<file path="config.mk">
export PLATFORM = sky130hd
export DESIGN_NAME = e1_rx_buf_wr_flat
export DESIGN_NICKNAME = d
export VERILOG_FILES = /design/src/rtl/e1_rx_buf_wr_pkg.sv /design/src/rtl/e1_rx_buf_wr_if.sv /design/src/rtl/e1_rx_buf_wr.sv /design/src/flat_wrapper.sv
export SDC_FILE = /design/constraint.sdc
export NUM_CORES = 1
export LEC_CHECK = 0
export ABC_AREA = 1
export CAP_MARGIN = 10
export CORE_MARGIN = 2
export CORE_UTILIZATION = 55
export CTS_CLUSTER_DIAMETER = 60
export DETAILED_ROUTE_END_ITERATION = 8
export MAX_ROUTING_LAYER = met4
export PLACE_DENSITY = 0.91
export RECOVER_POWER = 100
export SLEW_MARGIN = 20
export SYNTH_ARGS = -nofsm -noshare
export SYNTH_HDL_FRONTEND = slang
export SYNTH_SLANG_ARGS = --single-unit
</file>
<file path="constraint.sdc">
create_clock -name clk -period 6.28 [get_ports clk]
set_clock_uncertainty 0.1 [all_clocks]
set_input_delay 1.256 -clock clk [delete_from_list [all_inputs] [get_ports clk]]
set_output_delay 1.256 -clock clk [all_outputs]
set_load 0.03 [all_outputs]
</file>
<file path="src/rtl/e1_rx_buf_wr_pkg.sv">
// Shared E1 frame-buffer constants and helper types for the RX buffer writer.
// The bus-side buffer reader uses the same word-address layout {mf, frame, ts[4:2]}.
package e1_rx_buf_wr_pkg;

  localparam int E1_TS_PER_FRAME  = 32;
  localparam int E1_FRAMES_PER_MF = 16;
  localparam int BYTES_PER_WORD   = 4;

  localparam int TS_W       = $clog2(E1_TS_PER_FRAME);
  localparam int FRAME_W    = $clog2(E1_FRAMES_PER_MF);
  localparam int LANE_W     = $clog2(BYTES_PER_WORD);
  localparam int WSEL_W     = TS_W - LANE_W;
  localparam int ADDR_LO_W  = FRAME_W + WSEL_W;
  localparam int WORD_W     = 8 * BYTES_PER_WORD;

  typedef struct packed {
    logic [WORD_W-1:0]         data;
    logic [BYTES_PER_WORD-1:0] be;
  } word_t;

  function automatic logic [BYTES_PER_WORD-1:0] lane_onehot(input logic [LANE_W-1:0] lane);
    return {{(BYTES_PER_WORD-1){1'b0}}, 1'b1} << lane;
  endfunction

endpackage

</file>
<file path="src/rtl/e1_rx_buf_wr_if.sv">
// Bundle of the RX byte strobe, memory write port, control and status signals.
// slave = the buffer writer's view, master = the surrounding system's view.
interface e1_rx_buf_wr_if
  import e1_rx_buf_wr_pkg::*;
#(
  parameter int MFW = 7
);
  localparam int AW = MFW + ADDR_LO_W;

  logic [7:0]                in_data;
  logic [TS_W-1:0]           in_ts;
  logic [FRAME_W-1:0]        in_frame;
  logic [MFW-1:0]            in_mf;
  logic                      in_we;
  logic                      in_rdy;

  logic [AW-1:0]             mem_addr;
  logic [WORD_W-1:0]         mem_data;
  logic [BYTES_PER_WORD-1:0] mem_be;
  logic                      mem_req;
  logic                      mem_ack;

  logic                      ctrl_ena;
  logic                      ctrl_flush;
  logic                      ctrl_clr;
  logic                      stat_drop;
  logic [15:0]               stat_words;

  modport slave (
    input  in_data, in_ts, in_frame, in_mf, in_we, mem_ack, ctrl_ena, ctrl_flush, ctrl_clr,
    output in_rdy, mem_addr, mem_data, mem_be, mem_req, stat_drop, stat_words
  );

  modport master (
    output in_data, in_ts, in_frame, in_mf, in_we, mem_ack, ctrl_ena, ctrl_flush, ctrl_clr,
    input  in_rdy, mem_addr, mem_data, mem_be, mem_req, stat_drop, stat_words
  );

endinterface

</file>
<file path="src/rtl/e1_rx_buf_wr.sv">
// Packs E1 timeslot bytes into 32-bit words (assembly stage) and writes them to the
// frame buffer through a single-entry req/ack output stage.
module e1_rx_buf_wr
  import e1_rx_buf_wr_pkg::*;
#(
  parameter int MFW = 7
) (
  input logic           clk,
  input logic           rst,
  e1_rx_buf_wr_if.slave bus
);
  localparam int AW = MFW + ADDR_LO_W;

  word_t         asm_q, asm_d, merged;
  logic [AW-1:0] asm_addr_q, asm_addr_d;
  logic          asm_valid_q, asm_valid_d;
  word_t         out_q, out_d;
  logic [AW-1:0] out_addr_q, out_addr_d;
  logic          out_valid_q, out_valid_d;
  logic          drop_q, drop_d;
  logic [15:0]   words_q, words_d;

  logic              in_rdy;
  logic              accept;
  logic [LANE_W-1:0] lane;
  logic [AW-1:0]     waddr;

  // Ready depends only on state so the RX path never sees a combinational path from mem_ack.
  assign in_rdy = bus.ctrl_ena & ~out_valid_q;
  assign accept = bus.in_we & in_rdy;
  assign lane   = bus.in_ts[LANE_W-1:0];
  assign waddr  = {bus.in_mf, bus.in_frame, bus.in_ts[TS_W-1:LANE_W]};

  always_comb begin
    // NOTE: every variable gets a default first so no path leaves it unassigned (no latches).
    asm_d       = asm_q;
    asm_addr_d  = asm_addr_q;
    asm_valid_d = asm_valid_q;
    out_d       = out_q;
    out_addr_d  = out_addr_q;
    out_valid_d = out_valid_q;
    drop_d      = drop_q;
    words_d     = words_q;

    merged                     = asm_q;
    merged.data[{lane, 3'b000} +: 8] = bus.in_data;
    merged.be[lane]            = 1'b1;

    if (out_valid_q && bus.mem_ack) begin
      out_valid_d = 1'b0;
      words_d     = words_q + 16'd1;
    end

    if (bus.ctrl_clr)             drop_d = 1'b0;
    if (bus.in_we && !in_rdy)     drop_d = 1'b1;

    if (!bus.ctrl_ena) begin
      asm_d       = '0;
      asm_addr_d  = '0;
      asm_valid_d = 1'b0;
    end else if (accept) begin
      if (asm_valid_q && (asm_addr_q != waddr)) begin
        // Address change: old word leaves, new byte (even lane 3) waits in asm.
        out_d       = asm_q;
        out_addr_d  = asm_addr_q;
        out_valid_d = 1'b1;
        asm_d.data  = {{(WORD_W-8){1'b0}}, bus.in_data} << {lane, 3'b000};
        asm_d.be    = lane_onehot(lane);
        asm_addr_d  = waddr;
        asm_valid_d = 1'b1;
      end else if (lane == LANE_W'(BYTES_PER_WORD - 1)) begin
        out_d       = merged;
        out_addr_d  = waddr;
        out_valid_d = 1'b1;
        asm_d       = '0;
        asm_addr_d  = '0;
        asm_valid_d = 1'b0;
      end else begin
        asm_d       = merged;
        asm_addr_d  = waddr;
        asm_valid_d = 1'b1;
      end
    end else if (bus.ctrl_flush && asm_valid_q && !out_valid_q) begin
      out_d       = asm_q;
      out_addr_d  = asm_addr_q;
      out_valid_d = 1'b1;
      asm_d       = '0;
      asm_addr_d  = '0;
      asm_valid_d = 1'b0;
    end
  end

  always_ff @(posedge clk or posedge rst) begin
    if (rst) begin
      asm_q       <= '0;
      asm_addr_q  <= '0;
      asm_valid_q <= 1'b0;
      out_q       <= '0;
      out_addr_q  <= '0;
      out_valid_q <= 1'b0;
      drop_q      <= 1'b0;
      words_q     <= '0;
    end else begin
      // NOTE: non-blocking updates so every flop samples the pre-edge values.
      asm_q       <= asm_d;
      asm_addr_q  <= asm_addr_d;
      asm_valid_q <= asm_valid_d;
      out_q       <= out_d;
      out_addr_q  <= out_addr_d;
      out_valid_q <= out_valid_d;
      drop_q      <= drop_d;
      words_q     <= words_d;
    end
  end

  assign bus.in_rdy     = in_rdy;
  assign bus.mem_req    = out_valid_q;
  assign bus.mem_addr   = out_addr_q;
  assign bus.mem_data   = out_q.data;
  assign bus.mem_be     = out_q.be;
  assign bus.stat_drop  = drop_q;
  assign bus.stat_words = words_q;

endmodule
</file>
<file path="src/flat_wrapper.sv">
// flat-port wrapper written by rule: the top's interface ports become plain ports
module e1_rx_buf_wr_flat import e1_rx_buf_wr_pkg::*;
#(
  parameter int MFW = 7
)
  (clk, rst, bus_in_data, bus_in_ts, bus_in_frame, bus_in_mf, bus_in_we, bus_mem_ack, bus_ctrl_ena, bus_ctrl_flush, bus_ctrl_clr, bus_in_rdy, bus_mem_addr, bus_mem_data, bus_mem_be, bus_mem_req, bus_stat_drop, bus_stat_words);
  e1_rx_buf_wr_if #(.MFW(MFW)) bus_i ();
  input logic clk;
  input logic rst;
  input wire logic [$bits(bus_i.in_data)-1:0] bus_in_data;
  input wire logic [$bits(bus_i.in_ts)-1:0] bus_in_ts;
  input wire logic [$bits(bus_i.in_frame)-1:0] bus_in_frame;
  input wire logic [$bits(bus_i.in_mf)-1:0] bus_in_mf;
  input wire logic [$bits(bus_i.in_we)-1:0] bus_in_we;
  input wire logic [$bits(bus_i.mem_ack)-1:0] bus_mem_ack;
  input wire logic [$bits(bus_i.ctrl_ena)-1:0] bus_ctrl_ena;
  input wire logic [$bits(bus_i.ctrl_flush)-1:0] bus_ctrl_flush;
  input wire logic [$bits(bus_i.ctrl_clr)-1:0] bus_ctrl_clr;
  output wire logic [$bits(bus_i.in_rdy)-1:0] bus_in_rdy;
  output wire logic [$bits(bus_i.mem_addr)-1:0] bus_mem_addr;
  output wire logic [$bits(bus_i.mem_data)-1:0] bus_mem_data;
  output wire logic [$bits(bus_i.mem_be)-1:0] bus_mem_be;
  output wire logic [$bits(bus_i.mem_req)-1:0] bus_mem_req;
  output wire logic [$bits(bus_i.stat_drop)-1:0] bus_stat_drop;
  output wire logic [$bits(bus_i.stat_words)-1:0] bus_stat_words;
  assign bus_i.in_data = bus_in_data;
  assign bus_i.in_ts = bus_in_ts;
  assign bus_i.in_frame = bus_in_frame;
  assign bus_i.in_mf = bus_in_mf;
  assign bus_i.in_we = bus_in_we;
  assign bus_i.mem_ack = bus_mem_ack;
  assign bus_i.ctrl_ena = bus_ctrl_ena;
  assign bus_i.ctrl_flush = bus_ctrl_flush;
  assign bus_i.ctrl_clr = bus_ctrl_clr;
  assign bus_in_rdy = bus_i.in_rdy;
  assign bus_mem_addr = bus_i.mem_addr;
  assign bus_mem_data = bus_i.mem_data;
  assign bus_mem_be = bus_i.mem_be;
  assign bus_mem_req = bus_i.mem_req;
  assign bus_stat_drop = bus_i.stat_drop;
  assign bus_stat_words = bus_i.stat_words;
  e1_rx_buf_wr #(.MFW(MFW)) u_core (.clk(clk), .rst(rst), .bus(bus_i));
endmodule
</file>
After elaboration in Yosys (flattened, before gate mapping)
Index checks and enable logic that the tools add are counted.
{ "totals": {"regBits": 119, "in_bits": 31, "output_inout_bits": 69, "wordCells": 71} }
{ "classes": {"n_addsub": 2, "n_lt_le_gt_ge": 2, "n_eq_ne": 4, "shift": 4, "n_mux": 34, "bitwise": 4, "reduce_logical": 11} }
{ "ops": {"columns": ["operator", "n"], "rows": [
  ["2-to-1 mux 36 bit", 9],
  ["2-to-1 mux 14 bit", 9],
  ["bitwise mux 32 bit", 1],
  ["variable shift 8 x 7 -> 32 bit (first input constant)", 1],
  ["variable part select 8 x 7 -> 32 bit", 1],
  ["left shift 8 x 5 -> 32 bit", 1],
  ["adder 16 x 1 -> 16 bit (second input constant)", 1],
  ["2-to-1 mux 1 bit", 14],
  ["!= test 14 bit", 1],
  ["negation 5 -> 7 bit", 1],
  ["logical AND 1 bit", 6],
  ["bitwise OR 4 bit", 1],
  ["nonzero test 2 bit", 2],
  ["left shift 1 x 2 -> 4 bit (first input constant)", 1],
  ["< comparator 2 x 3 -> 1 bit (second input constant)", 1],
  ["!= test 3 x 1 -> 1 bit (second input constant)", 1],
  ["!= test 3 bit (second input constant)", 1],
  ["AND reduction 3 bit", 1],
  ["bitwise AND 1 bit", 2],
  ["demux 1 bit (select 2 bit)", 1],
  ["== test 2 bit (second input constant)", 1],
  [">= comparator 2 x 1 -> 1 bit (second input constant)", 1],
  ["logical NOT 1 bit", 2],
  ["inverter 1 bit", 1]
]} }

Longest topological paths before layout
{ "logic_depth": {"ltp_word": 9, "depth_mapped": 15, "mapped_depth_nobuf": 13} }

Least setup slack after synthesis
OpenSTA, ideal clock, no wires.
{ "synth_timing": {"kind": "input-to-reg", "start": "input bus_in_ts[0]", "end": "register u_core.asm_q[33] (netlist bit)", "setup_ps": 83, "arrival_ps": 3296, "required_ps": 6097, "setup_slack_ps": 2801, "stages": 12, "n_path_buf": 3, "path_cell_list": "buf_2 -> inv_1 -> buf_2 -> buf_1 -> ha_1 -> nor3_1 -> inv_1 -> o22ai_1 -> inv_1 -> nand2_1 -> nand2_1 -> o21ai_0"} }
{ "synth_between": {"elab_chain_cells": 7, "elab_cells_between_ends": 10, "classes_between": "add/sub: 1; eq/ne: 1; shift: 3; mux: 5"} }
{ "synth_rtl": {"columns": ["item", "line_no", "rtl"], "rows": [
  ["from (decl)", "flat_wrapper.sv:11", "input wire logic [$bits(bus_i.in_ts)-1:0] bus_in_ts;"],
  ["negation 5 -> 7 bit", "e1_rx_buf_wr.sv:46", "merged.data[{lane, 3'b000} +: 8] = bus.in_data;"],
  ["variable part select 8 x 7 -> 32 bit or variable shift 8 x 7 -> 32 bit (tied branches)", "e1_rx_buf_wr.sv:46", null],
  ["bitwise mux 32 bit", "e1_rx_buf_wr.sv:46", null],
  ["2-to-1 mux 36 bit", "e1_rx_buf_wr.sv:71", "end else if (lane == LANE_W'(BYTES_PER_WORD - 1)) begin"],
  ["2-to-1 mux 36 bit *", "e1_rx_buf_wr.sv:62", "if (asm_valid_q && (asm_addr_q != waddr)) begin"],
  ["2-to-1 mux 36 bit *", "e1_rx_buf_wr.sv:61", "end else if (accept) begin"],
  ["2-to-1 mux 36 bit *", "e1_rx_buf_wr.sv:57", "if (!bus.ctrl_ena) begin"],
  ["to (signal assigned)", "e1_rx_buf_wr.sv:105", "asm_q <= asm_d;"],
  ["to (decl)", "e1_rx_buf_wr.sv:14", "word_t asm_q, asm_d, merged;"]
]} }
Mark *: on every way between the ends. The rest lies on a longest branch, timed or not.
A chain may end at the register's enable or synchronous reset.

Worst setup path after layout
{ "layout_timing": {"start": "input bus_in_mf[5]", "end": "register u_core.out_addr_q[9] (netlist: u_core.bus.mem_addr[9])"} }
{ "layout_between": {"elab_chain_cells": 4, "elab_cells_between_ends": 6, "classes_between": "eq/ne: 2; mux: 2; reduce/logical: 2"} }
{ "layout_rtl": {"columns": ["item", "line_no", "rtl"], "rows": [
  ["from (decl)", "flat_wrapper.sv:13", "input wire logic [$bits(bus_i.in_mf)-1:0] bus_in_mf;"],
  ["!= test 14 bit *", "e1_rx_buf_wr.sv:62", null],
  ["logical AND 1 bit *", "e1_rx_buf_wr.sv:62", null],
  ["!= test 3 bit (no line) or 2-to-1 mux 14 bit (tied branches)", null, null],
  ["AND reduction 3 bit (no line) or 2-to-1 mux 14 bit (tied branches)", null, null],
  ["to (signal assigned)", "e1_rx_buf_wr.sv:109", "out_addr_q <= out_addr_d;"],
  ["to (decl)", "e1_rx_buf_wr.sv:18", "logic [AW-1:0] out_addr_q, out_addr_d;"]
]} }
Marked as above.

==> results.yml <==
run:
  drv_cap: 2
sta:
  hold_violations: 0
  finalSetupViolCount: 0
  setup_tns_ns: 0
  fin_crit_sh_pct: 79.7
  whs_ns: 0.369
  fin_crit_ns: 5.00
  slew_viol_final: 127
  maxSlewHeadroom_pct: -131
  worst_slew_pin_slew_ns: 3.45
  rsz0062_at_grt: "false"
  fmax_mhz: 200
clock_tree:
  cts_setup_buffers: 0
  cts_sinks: 119
  clockRootBuffer: "clkbuf_16"
  cts_hold_buffers: 0
  clk_pin_slew_ns: 0.05
  numCtsBuffers: 17
  clkLatencyLatePin_ns: 0.42
  cts_tree: "yes"
  cts_buffer_depth: 2
  cts_max_level: 4
  post_cts_resize_count: 0
routing:
  antenna_left: 0
  route.met3.wl_um: 1450
  drt_first_iter_violations: 664
  met1Wirelength_um: 7480
  wl_met2_um: 8170
  wire_per_inst_um: 15.0
  routed_wl_um: 17500
  dr.pass1.iters: 5
  via_per_inst: 5.58
  drc: 0
  num_vias: 6507
  maxUsedRoutingLayer: "met4"
floorplanning:
  design.die.area_um2: 13000
  io-pin-count: 100
  core_area_um2: 11900
  rows: 40
  start_util_pct: 55.8
  dieHeight_um: 114
  die_x_um: 114
layout:
  multiInputGateArea_um2: 3110
  regArea_um2: 2980
  diodes: 0
  final_nets: 1047
  syn_to_final_growth_pct: 23.0
  drive_above_1_share_pct: 4.31
  fin_util_pct: 68.7
  nFillCells: 963
setup_path:
  required_ns: 6.48
  cpPeakStageDelay_ns: 1.38
  crit_path_cell_trace: "dlygate4sd3_1 > inv_1 > nand2_1 > nand2_1 > nor2_1 > nand2_1 > nor2_1 > nand2_1 > nand2_4 > nand2_1 > nand2_1 > nand2_1 > nand2_1 > nand2_1"
  worstSetupStartpoint: "bus_in_mf[5]"
  r2r_start: "u_core.asm_addr_q[9]"
  path_common_cell: "nand2_1"
  crit_fanout: 109
  cp-end-kind: "flop"
  reg2reg_depth: 13
  crit_type: "in -> reg"
  worstPathArrival_ns: 5.21
  start_kind: "primary input"
  r2r_setup_slack_ns: 2.34
  r2r_end: "u_core.bus.mem_addr[9]"
  crit_path_top_delay_cell: "nand2_1"
global_route:
  grt_pass1_vias: 6073
  grt.overflow.total: 0
  grt_max_degree: 110
  grtUsageTotal_pct: 29.0
  antenna_found_initial: 0
  grt_pass1_wl_um: 29300
logic_synthesis:
  netlist_area_um2: 6650
  async_flop_share_pct: 100
  synth-adder-area-share_pct: 1.69
  syn_area_per_cell_um2: 7.10
  synth_edf_count: 0
  yosys_warnings: 0
  netlist_top_cells_area: "dfrtp_1, nand2_1, nand3_1, inv_1, o21ai_0"
  synthMuxAreaShare_pct: 0.169
  synth_top_area_share_pct: 44.8
  synth_top_family_by_area: "simple AND/OR/NAND/NOR gates"
  synth_compound_area_share_pct: 9.13
  synth_cells: 936
  synth_seq_cells: 119
  yosys.area.top_type: "dfrtp_1"
  syn-num-nets: 976
  synth.distinct_cells: 30
  synthSimpleGateAreaFrac_pct: 33.9
  synth_xor_area_share_pct: 1.98
  synth_ff_type: "dfrtp_1"
  seq_area_frac_synth_pct: 44.8
min_path:
  hold_depth: 2
  hp-start: "u_core.bus.mem_data[28]"
  hold_class: "reg -> reg"
  whs_endpoint: "u_core.bus.mem_data[28]"
power_and_ir_drop:
  p_int_mw: 1.62
  swShare_pct: 32.3
  power_mw: 2.40
  clkPwrFrac_pct: 39.0
  p_comb_share_pct: 23.3
  switchingPower_mw: 0.775
  leakage_nw: 4.34
  ir_drop_mv: 0.184
  power_frac_seq_pct: 37.8
  power_density_nw_per_um2: 293
placed_design:
  dp_hpwl_um: 11000
  numPortBuffers: 99
  place.gp.congestion: 0.914
run_status:
  status: "complete, but fails checks"
  violations: "max-capacitance violations, max-slew violations"
[synth_stat cells (all sizes together), types with 5 or more instances]
master / count
clkbuf: 26
o22ai: 30
buf: 26
xnor2: 7
xor2: 8
nor2: 31
a21oi: 14
dfrtp: 119
o21ai: 53
nand3: 78
nand3b: 13
inv: 81
nand4: 5
ha: 9
nand2: 421
[worst max-delay path: cells and delay by family]
family,cells,cell delay [ns]
buf+inv,2,0.68
simple gates,12,3.21
[per-layer routing]
layer / up-vias / track usage [%]
met5: - / -
met4: 0 / 11.4
met3: 35 / 5.90
met2: 322 / 44.3
met1: 3029 / 38.4
li1: 3121 / -
[flip-flops by register name (all words and copies together), names as in the netlist]
name,cells
u_core.asm_addr_q,14
u_core.bus.mem_req,1
u_core.asm_valid_q,1
u_core.bus.mem_be,4
u_core.bus.stat_drop,1
u_core.asm_q,36
u_core.bus.mem_addr,14
u_core.bus.stat_words,16
u_core.bus.mem_data,32
[worst max path at each step]
stage,to,slack (ns),depth (start not counted)
5_1_grt,u_core.bus.mem_data[20],0.93,14
3_5_place_dp,u_core.bus.mem_data[15],1.41,10
6_report,u_core.bus.mem_addr[9],1.28,14
4_1_cts,u_core.bus.mem_data[14],1.83,10
3_3_place_gp,u_core.bus.mem_data[25],1.55,10
2_1_floorplan,u_core.asm_addr_q[0],1.77,1
[cells in the final DEF (no fill, tap or decap), types with 5 or more instances in the layout]
cell type / Yosys / routed
xor2_1: 8 / 8
ha_1: 9 / 9
o22ai_1: 30 / 30
dfrtp_1: 119 / 119
nand4_1: 5 / 5
nand2_1: 418 / 420
xnor2_1: 7 / 7
clkbuf_8: 0 / 5
clkdlybuf4s50_1: 0 / 25
a21oi_1: 13 / 13
nor2_1: 31 / 31
nand3b_1: 13 / 13
clkbuf_16: 0 / 17
inv_1: 77 / 76
nand3_1: 77 / 78
dlygate4sd3_1: 0 / 74
clkinv_2: 0 / 7
o21ai_0: 43 / 53
[power groups by stage]
stage                     clock network (mW)  registers (mW)  logic [mW]
final                                  0.935           0.906       0.558
after global placement                     0           0.918       0.567
after CTS                              0.942           0.908       0.581
after global routing                   0.982           0.916       0.610
after detailed placement                   0           0.920       0.578
after floorplan                            0            1.03       0.249
[cells by family (layout without fill, tap and decap cells)]
| kind of cell | count (synthesis) | after routing |
|---|---|---|
| AND/OR/NAND/NOR | 552 | 552 |
| buffers and inverters | 133 | 217 |
| flip-flops | 119 | 119 |
| AO/OA/AOI/OAI | 107 | 107 |
| XOR/XNOR | 15 | 15 |
| adder cells (fa/ha/maj) | 9 | 9 |
| multiplexers | 1 | 1 |
[stage by stage]
stage | setup WS, ns | std cells | instance area, um^2
5_1_grt | 0.932 | 1167 | 8180
3_5_place_dp | 1.41 | 1135 | 7610
4_1_cts | 1.83 | 1167 | 8180
3_3_place_gp | 1.55 | 1135 | 7610
6_report | 1.28 | 1167 | 8180
2_1_floorplan | 1.77 | 936 | 6650
[cell type report]
cell class                 instances  share of cell area [%]
inverter                          81                    3.73
timing repair buffer             104                    12.5
multi-input combinational        684                    38.1
clock buffer                      23                    6.09
tap                              147                    2.25
sequential                       119                    36.4
clock inverter                     9                   0.887
No activity file was read; power rests on OpenSTA's default activity.
